### src/rtl/keypad_pkg.sv
// Shared definitions for the 4x4 keypad scanner: register map, STATUS layout,
// key-code width, scan-FSM states and the lowest-set-key encoder.
package keypad_pkg;

  localparam logic [31:0] KP_STATUS_OFS = 32'd0;
  localparam logic [31:0] KP_DATA_OFS   = 32'd4;

  localparam int KP_ST_NEMPTY_BIT = 0;
  localparam int KP_ST_OVF_BIT    = 1;
  localparam int KP_ST_CNT_LSB    = 4;
  localparam int KP_ST_CNT_MSB    = 7;

  localparam int KEY_CODE_W = 4;
  localparam int KEY_NUM    = 16;

  typedef enum logic [2:0] {
    SCAN_IDLE,
    SCAN_ROW0,
    SCAN_ROW1,
    SCAN_ROW2,
    SCAN_ROW3
  } scan_state_t;

  // Code (row*4+col) of the lowest set bit; 0 when no bit is set.
  function automatic logic [KEY_CODE_W-1:0] lowest_key(input logic [KEY_NUM-1:0] keys);
    lowest_key = '0;
    for (int i = KEY_NUM - 1; i >= 0; i--) begin
      if (keys[i]) lowest_key = KEY_CODE_W'(i);
    end
  endfunction

endpackage

### src/rtl/keypad_fifo.sv
// Key-code FIFO: head visible combinationally, push/pop take effect on the clock edge.
// A push into a full FIFO is dropped unless a pop happens in the same cycle.
module keypad_fifo #(
  parameter  int DEPTH = 4,
  parameter  int W     = 4,
  localparam int AW    = $clog2(DEPTH),
  localparam int CW    = AW + 1
) (
  input  logic          clk,
  input  logic          rst_n,
  input  logic          push,
  input  logic [W-1:0]  push_dat,
  input  logic          pop,
  output logic [W-1:0]  pop_dat,
  output logic          full,
  output logic          empty,
  output logic [CW-1:0] count
);

  logic [W-1:0]  mem [DEPTH];
  logic [AW-1:0] wr_ptr;
  logic [AW-1:0] rd_ptr;
  logic          do_push;
  logic          do_pop;

  assign full    = (count == CW'(DEPTH));
  assign empty   = (count == '0);
  assign do_pop  = pop && !empty;
  assign do_push = push && (!full || pop);
  assign pop_dat = mem[rd_ptr];

  always_ff @(posedge clk) begin
    if (do_push) mem[wr_ptr] <= push_dat;
  end

  always_ff @(posedge clk or negedge rst_n) begin
    if (!rst_n) begin
      wr_ptr <= '0;
      rd_ptr <= '0;
      count  <= '0;
    end else begin
      if (do_push) wr_ptr <= wr_ptr + AW'(1);
      if (do_pop)  rd_ptr <= rd_ptr + AW'(1);
      count <= count + CW'(do_push) - CW'(do_pop);
    end
  end

endmodule

### src/rtl/keypad_scanner.sv
// 4x4 keypad scanner: row strobing, debounced snapshots, new-press codes queued for bus reads.
// dout one cycle after readEnable; full FIFO drops codes and sets overflow; KEYPAD_IRQ_EN adds irq.
module keypad_scanner
  import keypad_pkg::*;
#(
  parameter logic [31:0] BASE_ADDR  = 32'h0000_FF10,
  parameter int          SCAN_DIV   = 2500,
  parameter int          DEBOUNCE   = 4,
  parameter int          FIFO_DEPTH = 4
) (
  input  logic        clk,
  input  logic        rst_n,
  output logic [3:0]  rows,
  input  logic [3:0]  cols,
  input  logic [31:0] address,
  input  logic [31:0] din,
  input  logic        writeEnable,
  input  logic        readEnable,
  output logic [31:0] dout
`ifdef KEYPAD_IRQ_EN
  ,
  output logic        irq
`endif
);

  localparam int          CNT_W = $clog2(SCAN_DIV);
  localparam int          FCW   = $clog2(FIFO_DEPTH) + 1;
  localparam logic [3:0]  DEB   = 4'(DEBOUNCE);

  logic [3:0]            cols_s1, cols_s2, col_act;
  scan_state_t           state, state_nxt;
  logic [CNT_W-1:0]      row_cnt;
  logic                  row_last, scan_end;
  logic [1:0]            row_idx;
  logic [KEY_NUM-1:0]    snap, snap_new, last_snap, accepted, prev_accepted, acc_nxt, new_keys;
  logic [3:0]            stable, stable_nxt;
  logic                  key_push;
  logic [KEY_CODE_W-1:0] key_code, fifo_dat;
  logic                  fifo_full, fifo_empty;
  logic [FCW-1:0]        fifo_count;
  logic                  sel_status, sel_data, rd_pop, ovf, ovf_set, ovf_clr;
  logic [31:0]           status;
  logic                  din_unused;

  // Idle level of the pulled-up columns, so reset never looks like a press.
  always_ff @(posedge clk or negedge rst_n) begin
    if (!rst_n) begin
      cols_s1 <= 4'hF;
      cols_s2 <= 4'hF;
    end else begin
      cols_s1 <= cols;
      cols_s2 <= cols_s1;
    end
  end
  assign col_act = ~cols_s2;

  assign row_last = (state != SCAN_IDLE) && (row_cnt == CNT_W'(SCAN_DIV - 1));
  assign scan_end = row_last && (state == SCAN_ROW3);

  always_ff @(posedge clk or negedge rst_n) begin
    if (!rst_n) begin
      state   <= SCAN_IDLE;
      row_cnt <= '0;
    end else begin
      state   <= state_nxt;
      row_cnt <= (state == SCAN_IDLE || row_last) ? '0 : row_cnt + CNT_W'(1);
    end
  end

  always_comb begin
    state_nxt = state;
    rows      = 4'b1111;
    row_idx   = 2'd0;
    case (state)
      SCAN_IDLE: state_nxt = SCAN_ROW0;
      SCAN_ROW0: begin rows = 4'b1110; row_idx = 2'd0; if (row_last) state_nxt = SCAN_ROW1; end
      SCAN_ROW1: begin rows = 4'b1101; row_idx = 2'd1; if (row_last) state_nxt = SCAN_ROW2; end
      SCAN_ROW2: begin rows = 4'b1011; row_idx = 2'd2; if (row_last) state_nxt = SCAN_ROW3; end
      SCAN_ROW3: begin rows = 4'b0111; row_idx = 2'd3; if (row_last) state_nxt = SCAN_ROW0; end
      default:   state_nxt = SCAN_IDLE;
    endcase
  end

  always_comb begin
    snap_new = snap;
    snap_new[{row_idx, 2'b00} +: 4] = col_act;
    if (snap_new == last_snap) stable_nxt = (stable == DEB) ? stable : stable + 4'd1;
    else                       stable_nxt = 4'd1;
    acc_nxt  = (stable_nxt == DEB) ? snap_new : accepted;
    new_keys = acc_nxt & ~prev_accepted;
    key_push = scan_end && (|new_keys);
    key_code = lowest_key(new_keys);
  end

  always_ff @(posedge clk or negedge rst_n) begin
    if (!rst_n) begin
      snap          <= '0;
      last_snap     <= '0;
      stable        <= '0;
      accepted      <= '0;
      prev_accepted <= '0;
    end else begin
      if (row_last) snap <= snap_new;
      if (scan_end) begin
        last_snap     <= snap_new;
        stable        <= stable_nxt;
        accepted      <= acc_nxt;
        prev_accepted <= acc_nxt;
      end
    end
  end

  keypad_fifo #(.DEPTH(FIFO_DEPTH), .W(KEY_CODE_W)) u_fifo (
    .clk      (clk),
    .rst_n    (rst_n),
    .push     (key_push),
    .push_dat (key_code),
    .pop      (rd_pop),
    .pop_dat  (fifo_dat),
    .full     (fifo_full),
    .empty    (fifo_empty),
    .count    (fifo_count)
  );

  assign sel_status = (address == BASE_ADDR + KP_STATUS_OFS);
  assign sel_data   = (address == BASE_ADDR + KP_DATA_OFS);
  assign rd_pop     = readEnable && sel_data && !fifo_empty;
  assign ovf_set    = key_push && fifo_full && !rd_pop;
  assign ovf_clr    = writeEnable && sel_status && din[KP_ST_OVF_BIT];
  assign din_unused = ^{din[31:2], din[0]};

  always_comb begin
    status = '0;
    status[KP_ST_NEMPTY_BIT]            = !fifo_empty;
    status[KP_ST_OVF_BIT]               = ovf;
    status[KP_ST_CNT_MSB:KP_ST_CNT_LSB] = 4'(fifo_count);
  end

  always_ff @(posedge clk or negedge rst_n) begin
    if (!rst_n) begin
      ovf  <= 1'b0;
      dout <= '0;
    end else begin
      if (ovf_set)      ovf <= 1'b1;
      else if (ovf_clr) ovf <= 1'b0;
      if (readEnable) begin
        if (sel_status)                  dout <= status;
        else if (sel_data && !fifo_empty) dout <= {{(31-KEY_CODE_W){1'b0}}, 1'b1, fifo_dat};
        else                             dout <= '0;
      end
    end
  end

`ifdef KEYPAD_IRQ_EN
  always_ff @(posedge clk or negedge rst_n) begin
    if (!rst_n) irq <= 1'b0;
    else        irq <= !fifo_empty || ovf;
  end
`endif

endmodule

### config.mk
export PLATFORM = sky130hd
export DESIGN_NAME = keypad_scanner
export DESIGN_NICKNAME = d
export VERILOG_FILES = /design/src/rtl/keypad_pkg.sv /design/src/rtl/keypad_fifo.sv /design/src/rtl/keypad_scanner.sv
export SDC_FILE = /design/constraint.sdc
export NUM_CORES = 1
export LEC_CHECK = 0
export ABC_AREA = 1
export ABC_CLOCK_PERIOD_IN_PS = 5000
export CAP_MARGIN = 40
export CORE_UTILIZATION = 45
export DETAILED_ROUTE_END_ITERATION = 7
export PLACE_DENSITY = 0.71
export RECOVER_POWER = 100
export SLEW_MARGIN = 20
export SYNTH_ARGS = -nofsm -noshare
export SYNTH_HDL_FRONTEND = slang
export SYNTH_SLANG_ARGS = --single-unit
### constraint.sdc
create_clock -name clk -period 5 [get_ports clk]
set_clock_uncertainty 0.2 [all_clocks]
set_input_delay 1 -clock clk [delete_from_list [all_inputs] [get_ports clk]]
set_output_delay 1 -clock clk [all_outputs]
set_load 0.01 [all_outputs]
==> impl_metrics.tcl <==
set metrics [dict create \
    status "finished with violations" \
    failed_checks "max-capacitance violations, max-slew violations" \
    wirelength_mm 11.9 \
    core_um2 12200 \
    syn_area_um2 5740 \
    pin_count 108 \
    worstPathMaxFanout 13 \
    p_int_mw 1.34 \
    cts_buffer_depth 2 \
    cp.required_ps 5050 \
    max_freq_mhz 216 \
    crit_path_start_kind "flip-flop" \
    hpwl_mm 8.89 \
    cap_violations 1 \
    port_buffers 51 \
    share_comb_of_total_power_pct 4.2 \
    design.die.area_um2 13200 \
    cts_max_level 3 \
    peakVddDrop_mv 0.342 \
    yosysTopAreaCell "dfrtp_1" \
    maxSlewViolCount 53 \
    dp_cells 926 \
    die_h_um 115 \
    ys_top_cells_by_area "dfrtp_1 36%, nand2_1 12%, edfxtp_1 8.4%, inv_1 6.2%, o21ai_0 5.6%" \
    cts_tree "built" \
    tightest_slew_ps 2710 \
    p_leak_nw 3.14 \
    wire_per_inst_um 12.7 \
    rsz0062_at_grt "no" \
    power.switching_mw 0.338 \
    start_util_pct 47.0 \
    postSynthCellCount 716 \
    seq_area_frac_synth_pct 47.8 \
    yosysWarningCount 0 \
    crit_family "simple AND/OR/NAND/NOR gates" \
    p_seq_share_pct 52.7 \
    clk_pin_slew_ps 70 \
    final_antenna_net_count 0 \
    relSlewSlack_pct -80.6 \
    cts_sinks 106 \
    ys_ff_latch 106 \
    synth_top_area_share_pct 35.7 \
    hold_path_class "reg -> reg" \
    ctsRootBufferMaster "clkbuf_16" \
    cp_num_buf_inv 8 \
    regToRegSetupSlack_ps 370 \
    area_delta_synth_final_pct 15.4 \
    row_count 40 \
    route.detailed.drc 0 \
    cts_buffers 9 \
    power_density_nw_per_um2 253 \
    crit_slowest_cell "dfrtp_2" \
    drt_first_pass_iters 5 \
    grt_pass1_wl_mm 20.0 \
    first_iter_violations 297 \
    clkPwrFrac_pct 43.1 \
    path_common_cell "nand2_1" \
    final_layout_size_suffix_gt1_share_pct 7.62 \
    grt-ovfl-total 0 \
    holdBufCountCts 0 \
    grt_max_degree 53 \
    hold_viol_final 0 \
    die_w_um 115 \
    synth_area_per_cell_um2 8.02 \
    vias 4629 \
    routed_via_density 4.91 \
    gp_congestion 0.925 \
    cts_setup_buffers 0 \
    grtUsageTotal_pct 19.6 \
    n_antenna_cell 0 \
    finalSetupViolations 0 \
    layout.cells.non_filler 942 \
    swShare_pct 20.2 \
    cp.arrival_ps 4690 \
    fin_crit_sh_pct 92.7 \
    end_kind "flip-flop" \
    slowest_delay_ps 480 \
    grt_pass1_vias 4380 \
    antenna_found_initial 0 \
    final_nets 856 \
    fin_tns_setup_ps 0 \
    ys_types 41 \
    period_minus_slack_ps 4630 \
    critical_path_class "reg -> reg" \
    insertion_delay_ps 350 \
]
## Yosys cell counts, drive strengths merged
| library cell | instances |
|---|---|
| inv | 99 |
| xnor2 | 3 |
| nand2 | 201 |
| clkbuf | 10 |
| nor3 | 14 |
| mux2 | 2 |
| nand4 | 6 |
| nand3 | 30 |
| a21oi | 11 |
| fa | 1 |
| a221oi | 3 |
| nor4 | 10 |
| nor3b | 1 |
| o21ai | 65 |
| or2 | 1 |
| edfxtp | 16 |
| o22ai | 6 |
| clkinv | 2 |
| dfrtp | 82 |
| buf | 27 |
| conb | 1 |
| o21a | 2 |
| ha | 14 |
| xor2 | 4 |
| dfstp | 8 |
| a31oi | 4 |
| nand3b | 12 |
| nor2 | 79 |
| a22o | 2 |
## power by group through the flow
| stage | registers [mW] | logic [mW] | clock network (mW) |
|---|---|---|---|
| 4_1_cts | 0.883 | 0.0735 | 0.742 |
| 2_1_floorplan | 0.900 | 0.0335 | 0 |
| 6_report | 0.883 | 0.0696 | 0.722 |
| 3_5_place_dp | 0.900 | 0.0733 | 0 |
| 3_3_place_gp | 0.899 | 0.0723 | 0 |
| 5_1_grt | 0.883 | 0.0797 | 0.773 |
## flip-flops by register name (all words and copies together) (netlist names), 3 cells and up
signal	flops
cols_s1	4
cols_s2	4
dout	7
last_snap	16
prev_accepted	16
row_cnt	12
snap	16
stable	4
state	3
u_fifo.count	3
u_fifo.mem	16
## worst register-to-register path: cells and delay by family, from the launching register on
kind / cells / cell delay [ps]
AOI/OAI and AO/OA: 1 / 220
adders and majority gates: 3 / 970
buffers and inverters: 8 / 720
DFF: 1 / 480
and+or+nand+nor: 19 / 1960
## metrics by stage
step	utilization [%]	setup slack (ps)	cell area (um2)	hold slack, ps	power [mW]
after global placement	51.9	283	6340	147	0.972
after detailed placement	51.9	199	6340	147	0.973
after floorplan	-	924	5830	145	0.933
final	54.3	366	6630	156	1.67
after CTS	54.5	183	6650	156	1.70
after global routing	54.3	17.1	6630	160	1.74
## routing by layer
| layer | vias up | wire [um] | global-route usage [%] |
|---|---|---|---|
| li1 | 2330 | - | - |
| met1 | 2142 | 5150 | 24.1 |
| met2 | 133 | 5710 | 33.0 |
| met3 | 24 | 756 | 4.64 |
| met4 | 0 | 303 | 8.31 |
| met5 | - | 0 | 0 |
## placed cells by master, fill, tap and decap left out, types with 2 or more instances in the layout
master / instances
a31oi_1: 4
dfrtp_1: 81
dfstp_2: 8
nand3b_1: 12
edfxtp_1: 16
clkdlybuf4s50_1: 35
conb_1: 25
clkbuf_16: 10
dlygate4sd3_1: 15
nand2_1: 183
inv_1: 95
o21ai_0: 64
a22o_1: 2
nor2_1: 76
xor2_1: 4
inv_2: 3
ha_1: 14
xnor2_1: 3
nand2_2: 14
nor4_1: 10
nor2_4: 2
mux2_2: 2
clkbuf_8: 4
o21a_1: 2
a221oi_1: 3
nand3_1: 29
nor3_1: 14
nand4_1: 5
nand2_4: 4
buf_4: 2
clkbuf_1: 4
a21oi_1: 10
o22ai_1: 6
## final cells by class
class | count | area (um2)
Clock buffer | 16 | 313
Fill cell | 1141 | 5580
Inverter | 101 | 383
Multi-Input combinational cell | 496 | 2450
Sequential cell | 106 | 2740
Tap cell | 168 | 210
Timing Repair Buffer | 55 | 528
## kinds of logic (layout without fill, tap and decap cells)
| kind of cell | Yosys count | in the layout | synth area share, % |
|---|---|---|---|
| DFF | 106 | 106 | 47.8 |
| AOI/OAI and AO/OA | 93 | 93 | 8.87 |
| and+or+nand+nor | 354 | 354 | 27.6 |
| xor gates and xnor gates | 7 | 7 | 1.07 |
| other | 1 | 25 | 0.0653 |
| muxes | 2 | 2 | 0.392 |
| buffers and inverters | 138 | 172 | 10.9 |
| adders and majority gates | 15 | 15 | 3.40 |
## what timing repair did
action / CTS / global route
setup endpoints to repair: 0 / 2
endpoints found under the hold margin: 0 / 0
resized for setup: 0 / 5
## worst paths after layout
| check | from | to | depth (start not counted) |
|---|---|---|---|
| worst min-delay path | cols_s1[2] | cols_s2[2] | 0 |
| worst max-delay path | state[2] | u_fifo.count[1] | 31 |
| worst min register to register | cols_s1[2] | cols_s2[2] | 0 |
| min in group asynchronous | rst_n | dout[6] | 1 |
| max in group asynchronous | rst_n | state[2] | 2 |
| worst max register to register | state[2] | u_fifo.count[1] | 31 |
Power figures use the tool's default switching activity.
